## src/rtl/sa_pkg.sv

```systemverilog
// Shared definitions for the systolic-array output deskew writer.
// Holds the default lane and address widths, the lane data type and the
// job FSM state encoding used by sa_deskew_writer.
package sa_pkg;

  localparam int DEF_DW = 8;
  localparam int DEF_AW = 10;

  typedef logic [DEF_DW-1:0] lane_t;

  typedef enum logic [1:0] {
    IDLE,
    RUN,
    DONE
  } deskew_state_t;

endpackage

```

## src/rtl/delay_line.sv

```systemverilog
// Fixed-length delay line used to realign one lane of array output.
// Ports:
//   clk   - clock, all flops update on the rising edge
//   rst_n - asynchronous active-low reset, clears every stage to 0
//   din   - lane data in
//   dout  - lane data delayed by LEN cycles (LEN=0 passes din straight through)
module delay_line #(
  parameter int LEN = 1,
  parameter int W   = 8
) (
  input  logic         clk,
  input  logic         rst_n,
  input  logic [W-1:0] din,
  output logic [W-1:0] dout
);

  generate
    if (LEN == 0) begin : g_wire
      // With no stages the lane is a plain wire; clock and reset are
      // deliberately left unconnected to any logic here.
      logic unused_clk_rst;
      assign unused_clk_rst = clk ^ rst_n;
      assign dout = din;
    end else begin : g_flops
      logic [LEN-1:0][W-1:0] stage;

      // Shift the lane value one stage per clock; stage 0 takes the new
      // sample and the last stage feeds the output.
      always_ff @(posedge clk or negedge rst_n) begin
        if (!rst_n) begin
          stage <= '0;
        end else begin
          stage[0] <= din;
          for (int k = 1; k < LEN; k++) begin
            stage[k] <= stage[k-1];
          end
        end
      end

      assign dout = stage[LEN-1];
    end
  endgenerate

endmodule

```

## src/rtl/sa_deskew_writer.sv

```systemverilog
// Output deskew and SRAM writer for a systolic array.
// Lane i of each result row arrives i cycles after lane 0; lane i is delayed
// by N-1-i cycles so that all lanes line up, then the realigned row is written
// to the output SRAM at an auto-incrementing address. A start/done handshake
// frames each job of num_rows rows.
// Ports:
//   clk, rst_n        - clock and asynchronous active-low reset
//   start             - job start pulse, only honoured in IDLE
//   base_addr         - first write address, latched on an accepted start
//   num_rows          - rows in the job, latched on an accepted start
//   in_valid          - marks lane 0 of a row; lane i follows i cycles later
//   data_in           - skewed lane data from the array
//   wen_n             - active-low SRAM write enable (registered)
//   waddr             - SRAM write address (registered)
//   data_out          - aligned row, zero whenever wen_n is high (registered)
//   busy              - high while the job is running
//   done              - one-cycle pulse at job end
module sa_deskew_writer
  import sa_pkg::*;
#(
  parameter int N  = 8,
  parameter int DW = DEF_DW,
  parameter int AW = DEF_AW
) (
  input  logic                 clk,
  input  logic                 rst_n,
  input  logic                 start,
  input  logic [AW-1:0]        base_addr,
  input  logic [AW-1:0]        num_rows,
  input  logic                 in_valid,
  input  logic [N-1:0][DW-1:0] data_in,
  output logic                 wen_n,
  output logic [AW-1:0]        waddr,
  output logic [N-1:0][DW-1:0] data_out,
  output logic                 busy,
  output logic                 done
);

  localparam logic [AW-1:0] ONE = AW'(1);

  deskew_state_t        state;
  deskew_state_t        state_nxt;
  logic [AW-1:0]        rows_q;
  logic [AW-1:0]        acc_cnt;
  logic [AW-1:0]        wr_cnt;
  logic [N-2:0]         vld_sr;
  logic [N-1:0][DW-1:0] aligned;
  logic                 start_ok;
  logic                 accept;
  logic                 last_write;

  assign start_ok   = (state == IDLE) && start;
  assign accept     = (state == RUN) && in_valid && (acc_cnt < rows_q);
  assign last_write = (state == RUN) && !wen_n && (wr_cnt == rows_q - ONE);

  // Per-lane realignment: lane i waits N-1-i cycles so it meets lane N-1,
  // which arrives last and goes straight to the output register.
  for (genvar i = 0; i < N; i++) begin : g_lane
    delay_line #(
      .LEN (N - 1 - i),
      .W   (DW)
    ) u_delay (
      .clk   (clk),
      .rst_n (rst_n),
      .din   (data_in[i]),
      .dout  (aligned[i])
    );
  end

  // Job state register.
  always_ff @(posedge clk or negedge rst_n) begin
    if (!rst_n) begin
      state <= IDLE;
    end else begin
      state <= state_nxt;
    end
  end

  // Next-state logic. An empty job skips RUN entirely; a running job ends
  // on the cycle its final write is presented to the SRAM.
  always_comb begin
    state_nxt = state;
    case (state)
      IDLE: begin
        if (start_ok) begin
          state_nxt = (num_rows == '0) ? DONE : RUN;
        end
      end
      RUN: begin
        if (last_write) begin
          state_nxt = DONE;
        end
      end
      DONE: begin
        state_nxt = IDLE;
      end
      default: begin
        state_nxt = IDLE;
      end
    endcase
  end

  assign busy = (state == RUN);
  assign done = (state == DONE);

  // Job bookkeeping: the accepted-row count lets excess in_valid pulses be
  // dropped, the written-row count decides when the job is finished, and the
  // address advances (wrapping naturally) after every write.
  always_ff @(posedge clk or negedge rst_n) begin
    if (!rst_n) begin
      rows_q  <= '0;
      acc_cnt <= '0;
      wr_cnt  <= '0;
      waddr   <= '0;
    end else if (start_ok) begin
      rows_q  <= num_rows;
      acc_cnt <= '0;
      wr_cnt  <= '0;
      waddr   <= base_addr;
    end else begin
      if (accept) begin
        acc_cnt <= acc_cnt + ONE;
      end
      if (!wen_n) begin
        wr_cnt <= wr_cnt + ONE;
        waddr  <= waddr + ONE;
      end
    end
  end

  // Valid tracking and output register. The valid of a row follows lane 0
  // through N-1 internal stages; the output register is the N-th stage, so
  // the write lands exactly N cycles after in_valid, with data gated to zero
  // on non-write cycles.
  always_ff @(posedge clk or negedge rst_n) begin
    if (!rst_n) begin
      vld_sr   <= '0;
      wen_n    <= 1'b1;
      data_out <= '0;
    end else begin
      vld_sr[0] <= accept;
      for (int k = 1; k < N - 1; k++) begin
        vld_sr[k] <= vld_sr[k-1];
      end
      wen_n    <= ~vld_sr[N-2];
      data_out <= vld_sr[N-2] ? aligned : '0;
    end
  end

endmodule

```

## config.mk

```make
export PLATFORM = sky130hd
export DESIGN_NAME = sa_deskew_writer
export DESIGN_NICKNAME = d
export VERILOG_FILES = /design/src/rtl/sa_pkg.sv /design/src/rtl/delay_line.sv /design/src/rtl/sa_deskew_writer.sv
export SDC_FILE = /design/constraint.sdc
export NUM_CORES = 1
export LEC_CHECK = 0
export ABC_AREA = 0
export CORE_MARGIN = 2
export CORE_UTILIZATION = 47
export CTS_CLUSTER_DIAMETER = 50
export DETAILED_ROUTE_END_ITERATION = 7
export PLACE_DENSITY_LB_ADDON = 0.1
export SLEW_MARGIN = 40
export SYNTH_ARGS = -nofsm -noshare
export SYNTH_HDL_FRONTEND = slang
export SYNTH_SLANG_ARGS = --single-unit
export TNS_END_PERCENT = 50
```

## constraint.sdc

```tcl
create_clock -name clk -period 1.8 [get_ports clk]
set_input_delay 0.18 -clock clk [delete_from_list [all_inputs] [get_ports clk]]
set_output_delay 0.18 -clock clk [all_outputs]
set_load 0.005 [all_outputs]
```

* Word level (Yosys, flattened, before mapping) *
Cells that the tools add are included.

storage, ports and cells
  register bits = 338
  input bits = 88
  output and inout bits = 77
  word-level logic and storage cells = 76

operators by class
  $add $sub $neg = 4
  magnitude comparators = 1
  equal/unequal tests = 6
  muxes and demuxes = 11
  bitwise gates (word level) = 1
  reduce and logical (&&, ||, !) cells = 10

operator list
  cell                                                                  count
  64-bit two-way mux                                                    1
  10-bit two-way mux                                                    6
  10-bit by 1-bit adder with 10-bit output, second input constant       3
  10-bit == test                                                        1
  10-bit zero test                                                      1
  10-bit < comparator                                                   1
  10-bit by 1-bit subtractor with 10-bit output, second input constant  1
  2-bit two-way mux                                                     3
  1-bit logical AND                                                     5
  2-bit by 1-bit != test with 1-bit output, second input constant       2
  2-bit one-hot mux with 2 select lines                                 1
  2-bit by 1-bit == test with 1-bit output, second input constant       1
  2-bit == test, second input constant                                  1
  2-bit zero test                                                       1
  2-bit != test, second input constant                                  1
  2-bit AND reduction                                                   1
  2-bit nonzero test                                                    1
  1-bit zero test                                                       1
  1-bit inverter                                                        1

* Logic depth before layout (Yosys ltp) *
  depth after elaboration = 5
  gate-level depth with buffers = 8
  mapped depth without buffers = 8

* Modules after synthesis *
From an unflattened synthesis, not the netlist that was laid out.

second synthesis, totals
  cell total of the unflattened synthesis = 709
  area total of the unflattened synthesis = 10827.9 µm²

modules (own cells, without submodules)
  module                           times used  cells each  area an instance (µm²)  seq. area each (µm²)
  sa_deskew_writer                 1           429         4802.1                  2854.0
  delay_line at g_lane[0].u_delay  1           64          1461.4                  1401.3
  delay_line at g_lane[1].u_delay  1           56          1261.2                  1201.2
  delay_line at g_lane[2].u_delay  1           48          1061.0                  1001.0
  delay_line at g_lane[3].u_delay  1           40          860.8                   800.8
  delay_line at g_lane[4].u_delay  1           32          660.6                   600.6
  delay_line at g_lane[5].u_delay  1           24          460.4                   400.4
  delay_line at g_lane[6].u_delay  1           8           200.2                   200.2
  delay_line at g_lane[7].u_delay  1           8           60.1                    0.0

* Least setup slack after synthesis *
Ideal clock, no wire load.

  kind = register to register
  start = reg rows_q[7]
  end = reg acc_cnt[8]
  library setup time = 0.132 ns
  data arrival time = 1.824 ns
  required time = 1.668 ns
  setup slack = -0.156 ns
  cell stages (with the launch flop) = 9
  clock period less this slack = 1.956 ns
  path through = dfrtp_1 > inv_1 > ha_1 > a21o_1 > a21oi_2 > o2111ai_4 > a2111oi_4 > xnor2_1 > nor2_1

on the way
  cells in the longest elaborated chain, start to end = 3

ends and longest elaborated chain
  element                       RTL line                 source
  start, declared               sa_deskew_writer.sv:43   logic [AW-1:0] rows_q;
  start signal, assigned        sa_deskew_writer.sv:116  rows_q <= num_rows;
  10-bit < comparator           sa_deskew_writer.sv:53   assign accept = (state == RUN) && in_valid && (acc_cnt < rows_q);
  1-bit logical AND             sa_deskew_writer.sv:53
  2-bit nonzero test (no line)  -
  end signal, assigned          sa_deskew_writer.sv:122  acc_cnt <= acc_cnt + ONE;
  end, declared                 sa_deskew_writer.sv:44   logic [AW-1:0] acc_cnt;

No other way between the ends.
A chain may end at the register's enable or synchronous reset.

* Final worst setup path *
  start = reg rows_q[3]
  end = reg acc_cnt[7]

Same word-level chain as after synthesis.

==> results <==
[report_power, final]
group / switching, µW / total, µW / internal (µW)
Clock: 2710 / 7470 / 4760
Sequential: 518 / 9130 / 8610
Combinational: 1970 / 4350 / 2380
[registers in the layout, summed over array words and instances, names as in the netlist]
register,flops
acc_cnt,10
data_out,64
g_lane.u_delay.dout,56
g_lane.u_delay.g_flops.stage,168
rows_q,10
state,2
vld_sr,7
waddr,10
wen_n,1
wr_cnt,10
[through the flow]
stage | instances | setup TNS [ns]
after floorplan | 647 | -0.153
after global placement | 1115 | -0.446
after detailed placement | 1115 | -1.31
after CTS | 1184 | -0.782
after global routing | 1186 | -2.44
final | 1186 | -1.03
[layer usage]
metal	up-vias	part of all wire (%)
met5	-	0
li1	2566	-
met4	0	2.2
met1	2827	43
met2	153	49
met3	40	5.3
[cells in the mapped netlist, drive strengths merged, types with 11 or more instances]
| cell | instances |
|---|---|
| and2 | 66 |
| xnor2 | 16 |
| dfrtp | 337 |
| ha | 13 |
| clkbuf | 15 |
| nand2 | 37 |
| inv | 20 |
| xor2 | 14 |
| nor2 | 21 |
| a21oi | 11 |
| o21ai | 25 |
| nand3 | 12 |
[kinds of logic (layout without fill, tap and decap cells)]
group	after synthesis	count (layout)	synth area share (%)
flip-flops	338	338	81.4
AND/OR/NAND/NOR	170	170	8.79
AO/OA/AOI/OAI	53	53	3.77
buffers and inverters	36	295	1.30
XOR/XNOR	30	30	2.53
adder cells (fa/ha/maj)	13	13	1.56
multiplexers	7	7	0.674
[repair_timing]
action | CTS | global route
resized for setup | 15 | 8
setup buffers | 7 | 2
pin swaps | 15 | 10
hold buffers | 1 | 0
endpoints found under the setup margin | 14 | 14
hold endpoints to repair | 54 | 0
[area by class of cell]
cell class | instances | area share, %
clock buffer | 47 | 7.07
clock inverter | 14 | 1.61
inverter | 20 | 0.531
multi-input combinational | 273 | 13.7
sequential | 338 | 59.8
tap | 280 | 2.48
timing repair buffer | 214 | 14.9
[critical path, cell delays in order, from the launching register on]
cell      delay [ns]
dfrtp_1         0.40
inv_2           0.08
ha_4            0.19
a21o_1          0.16
a21oi_2         0.18
o221ai_4        0.19
nand2_1         0.18
nor4b_4         0.26
mux2i_1         0.21
[path summary, 6_finish.rpt]
| check | startpoint | end |
|---|---|---|
| min reg2reg | g_lane[1].u_delay.g_flops.stage[5] | g_lane[1].u_delay.g_flops.stage[13] |
| min | data_in[23] | g_lane[2].u_delay.g_flops.stage[7] |
| max reg2reg | rows_q[3] | acc_cnt[7] |
| min in group asynchronous | rst_n | data_out[21] |
| max in group asynchronous | rst_n | acc_cnt[0] |
| max | rows_q[3] | acc_cnt[7] |
==> flow_metrics.env <==
export IMPL_violations="negative setup slack"
export IMPL_finalWeightedCongestion=0.828
export IMPL_layout_common_cells="dfrtp_1, clkdlybuf4s50_1, and2_1"
export IMPL_place_area_um2=12700
export IMPL_outcome="finished with violations"
export IMPL_viasPerCell=4.71
export IMPL_worstMarginPinSlew_ns=0.492
export IMPL_die_w_um=153
export IMPL_finalCritPeriodShare_pct=108
export IMPL_regArea_um2=8460
export IMPL_nets=983
export IMPL_insertedDiodeCount=0
export IMPL_clk_insertion_delay_late_ns=0.49
export IMPL_clkTransAtPathRegs_ns=0.06
export IMPL_grt_max_degree=65
export IMPL_grt_use_met3_pct=3.50
export IMPL_critPathCaptureType="register"
export IMPL_cts_sinks=338
export IMPL_drc=0
export IMPL_reg2regPathDepth=8
export IMPL_grt_pass1_wl_um=29500
export IMPL_cts_max_path_buffers=3
export IMPL_finalSetupViolations=12
export IMPL_rows=54
export IMPL_syn_area_per_cell_um2=16.1
export IMPL_critPathMaxFanout=6
export IMPL_fill_cells=1568
export IMPL_vias=5586
export IMPL_syn_area_um2=10400
export IMPL_rsz0062_at_grt="true"
export IMPL_hold_class="in -> reg"
export IMPL_ant_nets=0
export IMPL_yosys_area_top_type="dfrtp_1"
export IMPL_design_area_um2=14100
export IMPL_cts_root_buf="clkbuf_16"
export IMPL_vdd_drop_max_mv=0.943
export IMPL_syn_nets=748
export IMPL_routed_wl_um=17500
export IMPL_skew_ns=0.00867
export IMPL_fin_util_pct=65.0
export IMPL_wl_per_cell_um=14.8
export IMPL_drv_cap=0
export IMPL_drt_pass1_iter_count=4
export IMPL_dp_slack_ns=-0.227
export IMPL_antenna_found_initial=0
export IMPL_cp_arrival_ns=2.35
export IMPL_area_delta_synth_final_pct=36.1
export IMPL_multi_input_area_um2=1930
export IMPL_port_buffer_count=164
export IMPL_synth_top_cell_area_share_pct=81.1
export IMPL_p_total_uw=20900
export IMPL_yosys_warnings=0
export IMPL_min_period_ns=1.94
export IMPL_syn_instance_count=647
export IMPL_critPathRequiredTime_ns=2.21
export IMPL_cellPowerDensity_nw_per_um2=1480
export IMPL_cts_htree_levels=2
export IMPL_drive_above_1_share_pct=15.6
export IMPL_r2r_setup_slack_ns=-0.14
export IMPL_grtUsageMet2_pct=25.3
export IMPL_holdWs_ns=0.125
export IMPL_grt_pass1_vias=5952
export IMPL_top_usage_layer="met2"
export IMPL_layout_cells_most_common="dfrtp_1"
export IMPL_cellLeakagePower_uw=0.00637
export IMPL_async_reset_ff_share_pct=100
export IMPL_slew_headroom_pct=67.2
export IMPL_yosys_cell_types_count=44
export IMPL_ios=165
export IMPL_max_freq_ghz=0.515
export IMPL_seq_area_frac_synth_pct=81.4
export IMPL_crit_type="reg -> reg"
export IMPL_synth_area_top_cells="dfrtp_1, and2_1, ha_1"
export IMPL_grtUsageMet1_pct=21.2
export IMPL_drv_slew=0
export IMPL_grt_overflow=0
export IMPL_finalHoldViolations=0
export IMPL_core_um2=21800
export IMPL_ys_ff_latch=338
export IMPL_numCtsBuffers=35
export IMPL_grt_usage_pct=15.5
export IMPL_holdPathStages=1
export IMPL_cts_tree="yes"
export IMPL_final_setup_worst_slack_ns=-0.140
export IMPL_drtIter0Drc=245
export IMPL_start_util_pct=47.8
export IMPL_cp_start_kind="register"
export IMPL_synth_flop_cell="dfrtp_1"
export IMPL_hpwlAfterDp_um=11300
export IMPL_synth_edf_count=0
export IMPL_die_area_um2=23300
export IMPL_fp_dieH_um=153
No activity file was read; power rests on OpenSTA's default activity.
